**config.mk**
```make
export PLATFORM = sky130hd
export DESIGN_NAME = clmul_ds_seq
export DESIGN_NICKNAME = d
export VERILOG_FILES = /design/src/rtl/clmul_ds_seq.sv
export SDC_FILE = /design/constraint.sdc
export NUM_CORES = 1
export LEC_CHECK = 0
export ABC_AREA = 1
export CAP_MARGIN = 20
export CORE_ASPECT_RATIO = 1.5
export CORE_MARGIN = 2
export CORE_UTILIZATION = 40
export CTS_CLUSTER_DIAMETER = 60
export DETAILED_ROUTE_END_ITERATION = 10
export PLACE_DENSITY = 0.63
export SYNTH_ARGS = -nofsm -noshare
export SYNTH_HDL_FRONTEND = slang
export SYNTH_SLANG_ARGS = --single-unit
```
**constraint.sdc**
```tcl
create_clock -name clk -period 2 [get_ports clk]
set_input_delay 0.3 -clock clk [delete_from_list [all_inputs] [get_ports clk]]
set_output_delay 0.3 -clock clk [all_outputs]
set_load 0.01 [all_outputs]
```
**src/rtl/clmul_ds_seq.sv**
```systemverilog
// Digit-serial carry-less (GF(2)[x]) multiplier, DIGIT bits of b per cycle, MSB digit first.
// Define CLMUL_GF_REDUCE_EN to add a bit-serial reduction mod x^WIDTH + POLY after the multiply.
module clmul_ds_seq #(
  parameter int              WIDTH = 49,
  parameter int              DIGIT = 7,
  parameter logic [WIDTH-1:0] POLY = 49'h201
) (
  input  logic                 clk,
  input  logic                 rst_n,
  input  logic                 in_valid,
  output logic                 in_ready,
  input  logic [WIDTH-1:0]     a,
  input  logic [WIDTH-1:0]     b,
  output logic                 out_valid,
  input  logic                 out_ready,
  output logic [2*WIDTH-2:0]   y
);

  localparam int NDIG = (WIDTH + DIGIT - 1) / DIGIT;
  localparam int BW   = NDIG * DIGIT;
  localparam int YW   = 2 * WIDTH - 1;
  localparam int AW   = YW + DIGIT;
  localparam int CW   = $clog2(WIDTH + 1);

  typedef enum logic [1:0] {
    S_IDLE,
    S_MUL,
`ifdef CLMUL_GF_REDUCE_EN
    S_RED,
`endif
    S_DONE
  } state_t;

`ifdef CLMUL_GF_REDUCE_EN
  localparam logic [AW-1:0] PFULL = AW'({1'b1, POLY});
`else
  logic unused_poly;
  assign unused_poly = ^POLY;
`endif

  state_t            state_q, state_d;
  logic [WIDTH-1:0]  a_q, a_d;
  logic [BW-1:0]     b_q, b_d;
  logic [AW-1:0]     acc_q, acc_d;
  logic [CW-1:0]     cnt_q, cnt_d;
  logic [YW-1:0]     y_q, y_d;
  logic [DIGIT-1:0]  digit;
  logic [AW-1:0]     pp;

  always_ff @(posedge clk or negedge rst_n) begin
    if (!rst_n) begin
      state_q <= S_IDLE;
      a_q     <= '0;
      b_q     <= '0;
      acc_q   <= '0;
      cnt_q   <= '0;
      y_q     <= '0;
    end else begin
      state_q <= state_d;
      a_q     <= a_d;
      b_q     <= b_d;
      acc_q   <= acc_d;
      cnt_q   <= cnt_d;
      y_q     <= y_d;
    end
  end

  // WIDTH x DIGIT carry-less partial product of the current digit
  always_comb begin
    digit = b_q[int'(cnt_q) * DIGIT +: DIGIT];
    pp    = '0;
    for (int j = 0; j < DIGIT; j++) begin
      if (digit[j]) pp = pp ^ (AW'(a_q) << j);
    end
  end

  always_comb begin
    state_d = state_q;
    a_d     = a_q;
    b_d     = b_q;
    acc_d   = acc_q;
    cnt_d   = cnt_q;
    y_d     = y_q;
    case (state_q)
      S_IDLE: begin
        if (in_valid) begin
          a_d     = a;
          b_d     = BW'(b);
          acc_d   = '0;
          cnt_d   = CW'(NDIG - 1);
          state_d = S_MUL;
        end
      end
      S_MUL: begin
        acc_d = (acc_q << DIGIT) ^ pp;
        cnt_d = cnt_q - 1'b1;
        if (cnt_q == '0) begin
`ifdef CLMUL_GF_REDUCE_EN
          cnt_d   = CW'(WIDTH - 2);
          state_d = S_RED;
`else
          cnt_d   = '0;
          y_d     = acc_d[YW-1:0];
          state_d = S_DONE;
`endif
        end
      end
`ifdef CLMUL_GF_REDUCE_EN
      // cnt tracks k - WIDTH for the bit k being cleared this cycle
      S_RED: begin
        if (acc_q[int'(cnt_q) + WIDTH]) acc_d = acc_q ^ (PFULL << cnt_q);
        cnt_d = cnt_q - 1'b1;
        if (cnt_q == '0) begin
          cnt_d   = '0;
          y_d     = acc_d[YW-1:0];
          state_d = S_DONE;
        end
      end
`endif
      S_DONE: begin
        if (out_ready) state_d = S_IDLE;
      end
      default: state_d = S_IDLE;
    endcase
  end

  assign in_ready  = (state_q == S_IDLE);
  assign out_valid = (state_q == S_DONE);
  assign y         = y_q;

endmodule

```
==> impl_metrics.json <==
{
  "outcome": "complete, but fails checks",
  "violations": "setup timing",
  "ff2ff_setup_slack_ns": -0.36,
  "antenna_found_initial": 0,
  "setup_viol": 108,
  "fin_worst_skew_ns": 0.01652,
  "synthTopCellsByArea": "dfrtp_1, nand2_1, nand3_1, inv_1, o21ai_0",
  "core_um2": 47450,
  "antenna_left": 0,
  "holdWs_ns": 0.1827,
  "fp.dieW_um": 182.6,
  "drv_slew": 0,
  "crit_buf_inv": 5,
  "relSlewSlack_pct": 64.73,
  "grt_setup_unrepaired": "true",
  "critical_path.max_stage_delay_ns": 0.47,
  "cp-start-kind": "flop",
  "synthToLayoutAreaGrowth_pct": 36.51,
  "syn_area_per_cell_um2": 6.493,
  "grt.total_usage_pct": 28.68,
  "wl_um": 74480,
  "yosysUniqueCellTypes": 33,
  "drt_iter0_drc": 2114,
  "placementRows": 98,
  "reg2reg_to": "y[8]",
  "h-tree-depth": 1,
  "ios": 201,
  "ys_ff_latch": 293,
  "synthFlopType": "dfrtp_1",
  "async_flop_share_pct": 100.0,
  "synth_area_leader_cell": "dfrtp_1",
  "portBuffers": 200,
  "cts_root_buf": "clkbuf_16",
  "drc_errors": 0,
  "gr-total-overflow": 0,
  "route.vias.total": 21320,
  "layout.cells.most_common": "nand2_1",
  "path_common_cell": "nand2_1",
  "maxClockFrequency_ghz": 0.4244,
  "cp-end-kind": "flop",
  "post-dp-hpwl_um": 47240,
  "crit_type": "reg2reg",
  "grt_pass1_vias": 20440,
  "cts_tree": "built",
  "crit_arrival_ns": 2.85,
  "gp_congestion": 0.9458,
  "synth_top_area_share_pct": 38.29,
  "clkLatencyLatePin_ns": 0.61,
  "dieArea_um2": 49670,
  "synth_edf_count": 0,
  "crit_chain": "buf_6, nor2_4, buf_6, nand2_2, nand3_4, buf_12, clkbuf_16, nand4_1, inv_1, nand2_1, nand2_1, nand2_1, nand2_1, nand2_1, nand3_1, nand2_1",
  "syn_area_um2": 19150,
  "grt_pass1_wl_um": 112000,
  "fin_cells": 3869,
  "wl_per_cell_um": 19.25,
  "crit_family": "simple AND/OR/NAND/NOR gates",
  "worstRegToRegCells": 16,
  "dieHeight_um": 272.0,
  "viasPerCell": 5.510,
  "nets": 3353,
  "crit_fanout": 16,
  "synth_nets": 3053,
  "ys_seq_area_share_pct": 38.29,
  "numClockSinks": 293,
  "start_util_pct": 40.35,
  "maxCapViolCount": 0,
  "crit_required_ns": 2.49,
  "min_period_over_period_pct": 117.8,
  "dr.pass1.iters": 9,
  "synthCells": 2949,
  "grt_max_degree": 113,
  "yosys_warnings": 0,
  "slowest_stage": "dfrtp_2",
  "cts_made_buffers": 31,
  "final_cell_mix": "nand2_1, inv_1, dfrtp_1",
  "finalHoldViolCount": 0,
  "tightest_slew_ns": 0.5258,
  "antenna_cells": 0,
  "path_clk_slew_ns": 0.07,
  "period_needed_ns": 2.357,
  "worst_slack_ns": -0.3565,
  "hp-class": "in2async",
  "timing.rr.start": "cnt_q[0]",
  "drive_above_1_share_pct": 16.34,
  "clock_path_buffers": 3,
  "place_inst": 3751
}
[metal layers]
layer / up-vias / share of wire [%] / GRT usage, %
met5: - / 0 / 0
met1: 9852 / 37 / 34.07
met4: 0 / 7.7 / 19.25
li1: 10060 / - / -
met2: 1078 / 47 / 48.65
met3: 324 / 8.1 / 3.450
[registers in the layout (all words and copies together), names as in the netlist]
name	flops
cnt_q	6
state_q	2
acc_q	90
a_q	49
b_q	49
y	97
[worst max-delay path by stage]
| stage | from | to | slack, ns | cells after the start |
|---|---|---|---|---|
| floorplan | cnt_q[0] | y[92] | 0.03 | 12 |
| global placement | cnt_q[2] | acc_q[3] | -0.35 | 13 |
| detailed placement | cnt_q[2] | acc_q[3] | -0.38 | 13 |
| CTS | cnt_q[0] | acc_q[34] | -0.25 | 19 |
| global route | cnt_q[0] | acc_q[28] | -0.52 | 16 |
| finish | cnt_q[0] | y[8] | -0.36 | 16 |
[through the flow]
stage          TNS, ns  utilization, %  cell area, um^2  setup WS [ns]
2_1_floorplan        0               -            19150        0.02526
6_report        -28.92           55.08            26140        -0.3565
3_3_place_gp    -22.13           48.31            22930        -0.3458
3_5_place_dp    -26.51           48.31            22930        -0.3795
5_1_grt         -45.65           55.08            26140        -0.5189
4_1_cts         -21.19           52.96            25130        -0.2530
[timing repair]
action	4_1_cts	5_1_grt
setup buffers	22	16
gates cloned	14	14
gates resized for setup	172	187
hold endpoints to repair	135	0
endpoints found under the setup margin	154	152
pin swaps	71	80
hold buffers	1	0
[area by class of cell]
type,count,area (um^2)
well taps,600,750.7
clock buffers,42,877.1
inverters,359,1363
fillers,4443,21320
repair buffers,425,5092
clock inverters,11,183.9
multi-input cells,2139,10540
flip-flops and latches,293,7333
[synth_stat cells, drive strengths merged, types with 2 or more instances]
cell,number
nand2,1053
inv,350
nand3,325
dfrtp,293
nor2,261
o21ai,250
nand4,161
buf,85
clkbuf,73
o22ai,38
xor2,20
xnor2,13
clkinv,9
nand3b,7
a21oi,2
ha,2
o31ai,2
[kinds of logic after synthesis]
| logic type | synth area share [%] |
|---|---|
| simple gates | 40.53 |
| fa+ha+maj | 0.1307 |
| compound gates | 8.077 |
| flops | 38.29 |
| buf+inv | 11.46 |
| xor+xnor | 1.510 |
Power is not shown: default switching activity piles up to over one toggle a cycle in this logic, so the estimate is an artifact.
